File: config.mk
export PLATFORM = sky130hd
export DESIGN_NAME = matrix_location_broadcaster_flat
export DESIGN_NICKNAME = d
export VERILOG_FILES = /design/src/rtl/matrix_location_broadcaster_if.sv /design/src/rtl/matrix_location_broadcaster.sv /design/src/flat_wrapper.sv
export SDC_FILE = /design/constraint.sdc
export NUM_CORES = 1
export LEC_CHECK = 0
export ABC_AREA = 0
export CAP_MARGIN = 40
export CELL_PAD_IN_SITES_DETAIL_PLACEMENT = 1
export CELL_PAD_IN_SITES_GLOBAL_PLACEMENT = 2
export CORE_MARGIN = 2
export CORE_UTILIZATION = 23
export CTS_BUF_LIST = sky130_fd_sc_hd__clkbuf_2 sky130_fd_sc_hd__clkbuf_4 sky130_fd_sc_hd__clkbuf_8
export DETAILED_ROUTE_END_ITERATION = 6
export GPL_TIMING_DRIVEN = 0
export HOLD_SLACK_MARGIN = 0.12
export MAX_ROUTING_LAYER = met4
export PLACE_DENSITY = 0.86
export SYNTH_ARGS = -nofsm -noshare
export SYNTH_HDL_FRONTEND = slang
export SYNTH_SLANG_ARGS = --single-unit
File: constraint.sdc
create_clock -name clk -period 2.9 [get_ports clk]
set_clock_uncertainty 0.05 [all_clocks]
set_input_delay 0.58 -clock clk [delete_from_list [all_inputs] [get_ports clk]]
set_output_delay 0.58 -clock clk [all_outputs]
set_load 0.005 [all_outputs]
File: src/rtl/matrix_location_broadcaster_if.sv
// rtl/matrix_location_broadcaster_if.sv - upstream location handshake plus per-channel broadcast handshakes
interface matrix_location_broadcaster_if #(
  parameter int layer_index_size = 32,
  parameter int row_index_size   = 32,
  parameter int channel_count    = 2,
  parameter int count_size       = 16
);
  logic                                       in_valid;
  logic                                       in_ready;
  logic [layer_index_size-1:0]                read_layer_index;
  logic [row_index_size-1:0]                  read_row_index;
  logic [channel_count-1:0]                   channel_mask;
  logic [channel_count-1:0]                   out_valid;
  logic [channel_count-1:0]                   out_ready;
  logic [channel_count*layer_index_size-1:0]  read_layer_index_out;
  logic [channel_count*row_index_size-1:0]    read_row_index_out;
  logic [count_size-1:0]                      accepted_count;
  logic                                       busy;

  modport master (
    output in_valid, read_layer_index, read_row_index, channel_mask, out_ready,
    input  in_ready, out_valid, read_layer_index_out, read_row_index_out, accepted_count, busy
  );

  modport slave (
    input  in_valid, read_layer_index, read_row_index, channel_mask, out_ready,
    output in_ready, out_valid, read_layer_index_out, read_row_index_out, accepted_count, busy
  );
endinterface

File: src/rtl/matrix_location_broadcaster.sv
// rtl/matrix_location_broadcaster.sv - registers one (layer, row) location and broadcasts it to masked consumers
module matrix_location_broadcaster #(
  parameter int layer_index_size = 32,
  parameter int row_index_size   = 32,
  parameter int channel_count    = 2,
  parameter int count_size       = 16
) (
  input  logic                          clk,
  input  logic                          reset,
  matrix_location_broadcaster_if.slave  bus
);

  logic [layer_index_size-1:0] layer_reg;
  logic [row_index_size-1:0]   row_reg;
  logic [channel_count-1:0]    pending;
  logic [count_size-1:0]       count_reg;
  logic [channel_count-1:0]    remaining;
  logic                        accept;

  // Upstream may be accepted in the same cycle the last pending channels complete.
  assign remaining    = pending & ~bus.out_ready;
  assign bus.in_ready = ~|remaining;
  assign accept       = bus.in_valid & bus.in_ready;

  always_ff @(posedge clk or posedge reset) begin
    if (reset) begin
      layer_reg <= '0;
      row_reg   <= '0;
      pending   <= '0;
      count_reg <= '0;
    end else if (accept) begin
      layer_reg <= bus.read_layer_index;
      row_reg   <= bus.read_row_index;
      pending   <= bus.channel_mask;
      count_reg <= count_reg + count_size'(1);
    end else begin
      pending   <= remaining;
    end
  end

  assign bus.out_valid            = pending;
  assign bus.read_layer_index_out = {channel_count{layer_reg}};
  assign bus.read_row_index_out   = {channel_count{row_reg}};
  assign bus.accepted_count       = count_reg;
  assign bus.busy                 = |pending;

endmodule

File: src/flat_wrapper.sv
// flat-port wrapper written by rule: the top's interface ports become plain ports
module matrix_location_broadcaster_flat 
#(
  parameter int layer_index_size = 32,
  parameter int row_index_size   = 32,
  parameter int channel_count    = 2,
  parameter int count_size       = 16
)
  (clk, reset, bus_in_valid, bus_read_layer_index, bus_read_row_index, bus_channel_mask, bus_out_ready, bus_in_ready, bus_out_valid, bus_read_layer_index_out, bus_read_row_index_out, bus_accepted_count, bus_busy);
  matrix_location_broadcaster_if #(.layer_index_size(layer_index_size), .row_index_size(row_index_size), .channel_count(channel_count), .count_size(count_size)) bus_i ();
  input  logic clk;
  input  logic reset;
  input wire logic [$bits(bus_i.in_valid)-1:0] bus_in_valid;
  input wire logic [$bits(bus_i.read_layer_index)-1:0] bus_read_layer_index;
  input wire logic [$bits(bus_i.read_row_index)-1:0] bus_read_row_index;
  input wire logic [$bits(bus_i.channel_mask)-1:0] bus_channel_mask;
  input wire logic [$bits(bus_i.out_ready)-1:0] bus_out_ready;
  output wire logic [$bits(bus_i.in_ready)-1:0] bus_in_ready;
  output wire logic [$bits(bus_i.out_valid)-1:0] bus_out_valid;
  output wire logic [$bits(bus_i.read_layer_index_out)-1:0] bus_read_layer_index_out;
  output wire logic [$bits(bus_i.read_row_index_out)-1:0] bus_read_row_index_out;
  output wire logic [$bits(bus_i.accepted_count)-1:0] bus_accepted_count;
  output wire logic [$bits(bus_i.busy)-1:0] bus_busy;
  assign bus_i.in_valid = bus_in_valid;
  assign bus_i.read_layer_index = bus_read_layer_index;
  assign bus_i.read_row_index = bus_read_row_index;
  assign bus_i.channel_mask = bus_channel_mask;
  assign bus_i.out_ready = bus_out_ready;
  assign bus_in_ready = bus_i.in_ready;
  assign bus_out_valid = bus_i.out_valid;
  assign bus_read_layer_index_out = bus_i.read_layer_index_out;
  assign bus_read_row_index_out = bus_i.read_row_index_out;
  assign bus_accepted_count = bus_i.accepted_count;
  assign bus_busy = bus_i.busy;
  matrix_location_broadcaster #(.layer_index_size(layer_index_size), .row_index_size(row_index_size), .channel_count(channel_count), .count_size(count_size)) u_core (.clk(clk), .reset(reset), .bus(bus_i));
endmodule
==> reports/metrics.cfg <==
[status]
status = completed

[timing]
hold_viol_final = 0
slew_viol_final = 0
period_needed_ns = 2.426
slew_headroom_pct = 54.51
tightest_slew_ns = 0.6771
rsz0062_at_grt = no
setup_violations = 0
max_freq_ghz = 0.4122
tns_ns = 0
min_period_over_period_pct = 83.67

[yosys]
synth_top_cells_by_count = dfrtp_1 (82), buf_4 (64), mux2_2 (59), xnor2_1 (12)
synth_cells = 270
synth-seq-cells = 82
yosysTopAreaCellShare_pct = 54.85
yosysTopAreaCell = dfrtp_1
synth_flop_cell = dfrtp_1
ys_seq_area_share_pct = 54.85
synth-edff-count = 0
synth-warning-count = 0
synthesis.nets = 342
synth.cell_area_sq_um = 3741
synth_area_leaders = dfrtp_1 (55%), mux2_2 (18%), buf_4 (13%)
ys_async_sr_fraction_pct = 100.0
synth_cell_types = 22
synth.avg_cell_area_sq_um = 13.86
yosysMostFrequentCell = dfrtp_1

[routing]
dr_total_vias = 2846
met3_length_microns = 579
routed.top_layer = met4
wl_met1_mm = 4.606
wl_per_cell_microns = 15.80
wl_mm = 11.36
drt_iter0_drc = 43
drt_first_pass_iters = 4
routed_via_density = 3.958
final_antenna_net_count = 0
drc_errors = 0
dr_wl_met2_mm = 6.016

[floorplan]
io_pins = 219
fp.dieArea_sq_um = 17300
coreArea_sq_um = 15890
rows = 46
initial_utilization_pct = 23.55
dieHeight_microns = 131.5
dieWidth_microns = 131.5

[finish]
post-route-util_pct = 40.30
layout-drive-gt1-share_pct = 30.42
area_growth_pct = 71.10
insertedDiodeCount = 0
nets = 572
fin_cells = 719
fillers = 1746

[critical_path]
r2r-start = u_core.bus.out_valid[1]
crit_start = bus_out_ready[1]
required_ns = 2.27
r2r_setup_slack_ns = 1.00
crit_top_cell = clkdlybuf4s50_1
critPathCaptureType = primary output
worstPathMaxFanout = 5
path_cells = clkdlybuf4s50_1, nor2b_4, nor2_1, clkdlybuf4s50_1
critPathSlowestCell = clkdlybuf4s50_1
cp-start-kind = input pin
critical_path_class = input pin to primary output
slowest_delay_ns = 0.51
arrival_ns = 1.80

[clocking]
cts_buffers = 9
clkLatencyLatePin_ns = 0.34
cts_tree = built
clk_path_buf_depth = 2
cts_resized = 0
h-tree-depth = 3
clk_pin_slew_worst_paths_ns = 0.08
cts_num_sinks = 82
root_buffer = clkbuf_8
cts_hold_buf = 0
cts_setup_buffers = 0

[grt]
grt_pass1_vias = 3104
grt_pass1_wl_mm = 17.71
grt_overflow = 0
antenna_found_initial = 0
grt_start_max_net_pins = 47
grt_util_all_layers_pct = 13.48

[placed_design]
io_buffers = 218
gp_congestion = 0.7719
dp_cells = 705
dp_hpwl_mm = 9.058

[hold_path]
worstHoldStart = u_core.bus.accepted_count[15]
hold_class = flop to flop

[power_and_ir_drop]
leakagePower_nw = 2.669
ir_drop_v = 0.0002646
power_density_nw_per_um2 = 608.4

[run]
cap_violations = 0

placed cells by master (no fill, tap or decap), drive strengths merged:
cell type | netlist | layout
a21o | 2 | 2
and3 | 3 | 3
buf | 71 | 72
clkbuf | 0 | 12
clkdlybuf4s50 | 0 | 218
clkinv | 0 | 1
clkinvlp | 0 | 1
dfrtp | 82 | 82
ha | 1 | 1
inv | 2 | 2
mux2 | 65 | 65
nand2 | 7 | 7
nand3 | 6 | 6
nand4 | 6 | 6
nor2 | 2 | 2
nor2b | 2 | 2
nor3 | 3 | 3
nor3b | 1 | 1
nor4 | 1 | 1
or2 | 1 | 1
xnor2 | 13 | 13
xor2 | 2 | 2
layout make-up:
cell class	instances	area, sq um	area share [%]
Buffer	71	559.3	8.737
Clock buffer	12	165.2	2.580
Clock inverter	2	12.51	0.1955
Inverter	2	10.01	0.1564
Multi-Input combinational cell	115	1122	17.53
Sequential cell	82	2052	32.06
Tap cell	216	270.3	4.222
Timing Repair Buffer	219	2210	34.52
worst max-delay path: cells and delay by family:
kind,cells,cell delay [ns]
buffers and inverters,2,1.02
and+or+nand+nor,2,0.20
routing by layer:
metal,vias to the layer above,global-route usage (%)
met2,125,23.97
met1,1406,15.08
met5,-,-
met4,0,4.348
li1,1305,-
met3,10,2.855
power breakdown:
group | switching, mW | internal (mW) | total (mW) | leakage [nW]
clock | 0.408 | 0.371 | 0.779 | 0.0903
sequential | 0.230 | 1.35 | 1.58 | 0.985
combinational | 0.419 | 1.11 | 1.53 | 1.59
total | 1.06 | 2.84 | 3.89 | 2.67
stage by stage:
step           hold slack (ns)  power [mW]  area, sq um  setup slack [ns]
2_1_floorplan           0.4185       2.149         3741            0.1616
3_3_place_gp            0.4147       3.109         6193            -1.276
3_5_place_dp            0.4396       3.171         6223            0.2906
4_1_cts                 0.4589       3.980         6401            0.4632
5_1_grt                 0.4741       4.124         6401            0.4270
6_report                0.4447       3.894         6401            0.4737
worst paths after layout:
| kind | cells after the start | end |
|---|---|---|
| min | 1 | u_core.bus.accepted_count[15] |
| min reg2reg | 1 | u_core.bus.accepted_count[15] |
| min in group asynchronous | 2 | u_core.layer_reg[22] |
| max | 4 | bus_in_ready |
| max in group asynchronous | 3 | u_core.row_reg[8] |
| max reg2reg | 4 | u_core.layer_reg[19] |
cell families (layout without fill, tap and decap cells):
family / count (synthesis) / after routing / share of synthesized area [%]
simple gates: 32 / 32 / 5.987
mux: 65 / 65 / 19.57
xor+xnor: 15 / 15 / 3.713
flops: 82 / 82 / 54.85
fa+ha+maj: 1 / 1 / 0.3344
compound gates: 2 / 2 / 0.4012
buf+inv: 73 / 306 / 15.15
Power figures use the tool's default switching activity.
==> edit (same flow settings) <==
Reset style: synchronous (`reset`), changed in one clocked block.
--- a/src/rtl/matrix_location_broadcaster.sv
+++ b/src/rtl/matrix_location_broadcaster.sv
@@ -23,5 +23,5 @@
   assign accept       = bus.in_valid & bus.in_ready;
 
-  always_ff @(posedge clk or posedge reset) begin
+  always_ff @(posedge clk) begin
     if (reset) begin
       layer_reg <= '0;
Function: differs if reset is asserted again (counterexample within 4 cycles, from zero or initial values and one cycle with reset high); with reset held inactive, the same outputs for 10 cycles.
==> edit against the unedited design <==
Final area decreased by 4.2%. Synthesized cell count grew 63%. Routed wire length rose by 14%. Fmax decreased by 6.2%. Worst setup slack got worse by 0.16 ns. Sequential cell count is the same. Cell count increased by 19%. Area after synthesis decreased by 4.7%. Critical path type unchanged. Critical endpoint unchanged.
Power is not compared: it rests on default switching activity, and its combinational part moved more than twofold at a synthesized area within 25%.
==> edit: results (changes against the unedited design) <==
* Status: complete, no violations
* Largest family of logic cells by synthesized area: simple AND/OR/NAND/NOR gates
* Post_cts resized at 0 (unchanged)
* Top cell types by occurrence after synthesis: nand2_1, dfxtp_1, a21oi_1
* Gr usage total at 0.1564 (+0.02164)
* Max rail drop VDD at 0.0001537 V
* Endpoint, Worst Hold: u_core.row_reg[0]
* Syn_nets at 513 (+50%)
* Dpl cell area at 5981 sq um (-3.9%)
* Worst r2r dst: u_core.bus.accepted_count[14]
* Setup WS post-layout at 0.3121 ns (-0.1616 ns)
* DP Wirelength at 10.11 mm (+12%)
* Yosys cell types at 30 (+36%)
* Nets at 742 (+30%)
* Postcts setup bufs at 0 (unchanged)
* Synthesized instance count at 441 (+63%)
* Largest net degree at the start of global routing at 12 (-74%)
* Post-synth top area share at 0.4607 (-0.08782)
* Signal arrival time at the worst endpoint at 1.96 ns (+0.16 ns)
* Post-Place Setup Slack at 0.2473 ns (-0.04338 ns)
* Layout cell share with drive strength beyond 1 at 0.1490 (-0.1551)
* WL per Instance at 15.03 um (-4.8%)
* Worst-path fanout max at 6 (+1)
* Worst path max stage delay at 0.45 ns (-0.06 ns)
* RePlAce Congestion at 0.7493 (-2.9%)
* First-pass GRT wire length at 19.63 mm (+11%)
* Clock Power Share at 0.283
* # diodes at 0 (unchanged)
* Seq/Total Area, Yosys at 0.4607 (-0.08782)
* Hold Path Class: flop to flop
* WHS at 0.4222 ns (-0.02247 ns)
* Asr flop ratio synth at 0 (-1.000)
* Synth area leaders: dfxtp_1, nand2_1, buf_4, a21oi_1, o31ai_1
* Worst Hold Launch: u_core.row_reg[0]
* Compound-Gate Fraction of Synth Area at 0.1243 (+0.1203)
* First-iteration detailed-routing DRC count at 102 (+140%)
* Vias at 3744 (+32%)
* R2R setup slack at 0.96 ns (-0.04 ns)
* Reg-to-Reg Start: u_core.bus.accepted_count[1]
* Synth Area in XOR/XNOR at 0.004916 (-0.03221)
* # placed instances at 847 (+20%)
* Critical path capture point: bus_in_ready
* Reg2reg path depth at 5 (+1)
* Vias in the first global route at 3777 (+22%)
* Depth of the worst hold-timing path at 2 (+1)
* Adder-cell area share of the yosys netlist at 0.003511 (+0.0001668)
* TritonRoute pass-1 iters at 4 (unchanged)
* Mux contribution to synthesized area at 0.01264 (-0.1830)
* Worst-Margin Slew at 0.5346 ns (-0.1425 ns)
* Final std cells w/o fill at 859 (+19%)
* Sequential power share at 0.488
* CTS Hold Buffers Added at 0 (unchanged)
edit: final cells by class:
| class | count | area (sq um) |
|---|---|---|
| Buffer | 89 | 616.8 |
| Clock buffer | 11 | 145.1 |
| Clock inverter | 1 | 5.005 |
| Fill cell | 1759 | 9015 |
| Inverter | 2 | 7.507 |
| Multi-Input combinational cell | 268 | 1297 |
| Sequential cell | 82 | 1642 |
| Tap cell | 188 | 235.2 |
| Timing Repair Buffer | 218 | 2182 |
edit: layer usage:
layer / vias up / track usage / part of all wire
li1: 1840 / - / -
met2: 120 / 0.2725 / 0.52
met3: 14 / 0.03160 / 0.051
met4: 0 / 0.05624 / 0.013
met1: 1770 / 0.1779 / 0.41
met5: - / - / 0
edit: kinds of logic after synthesis:
| logic type | after synthesis |
|---|---|
| AND/OR/NAND/NOR | 176 |
| buffers and inverters | 91 |
| AO/OA/AOI/OAI | 85 |
| flip-flops | 82 |
| multiplexers | 4 |
| XOR/XNOR | 2 |
| adder cells (fa/ha/maj) | 1 |
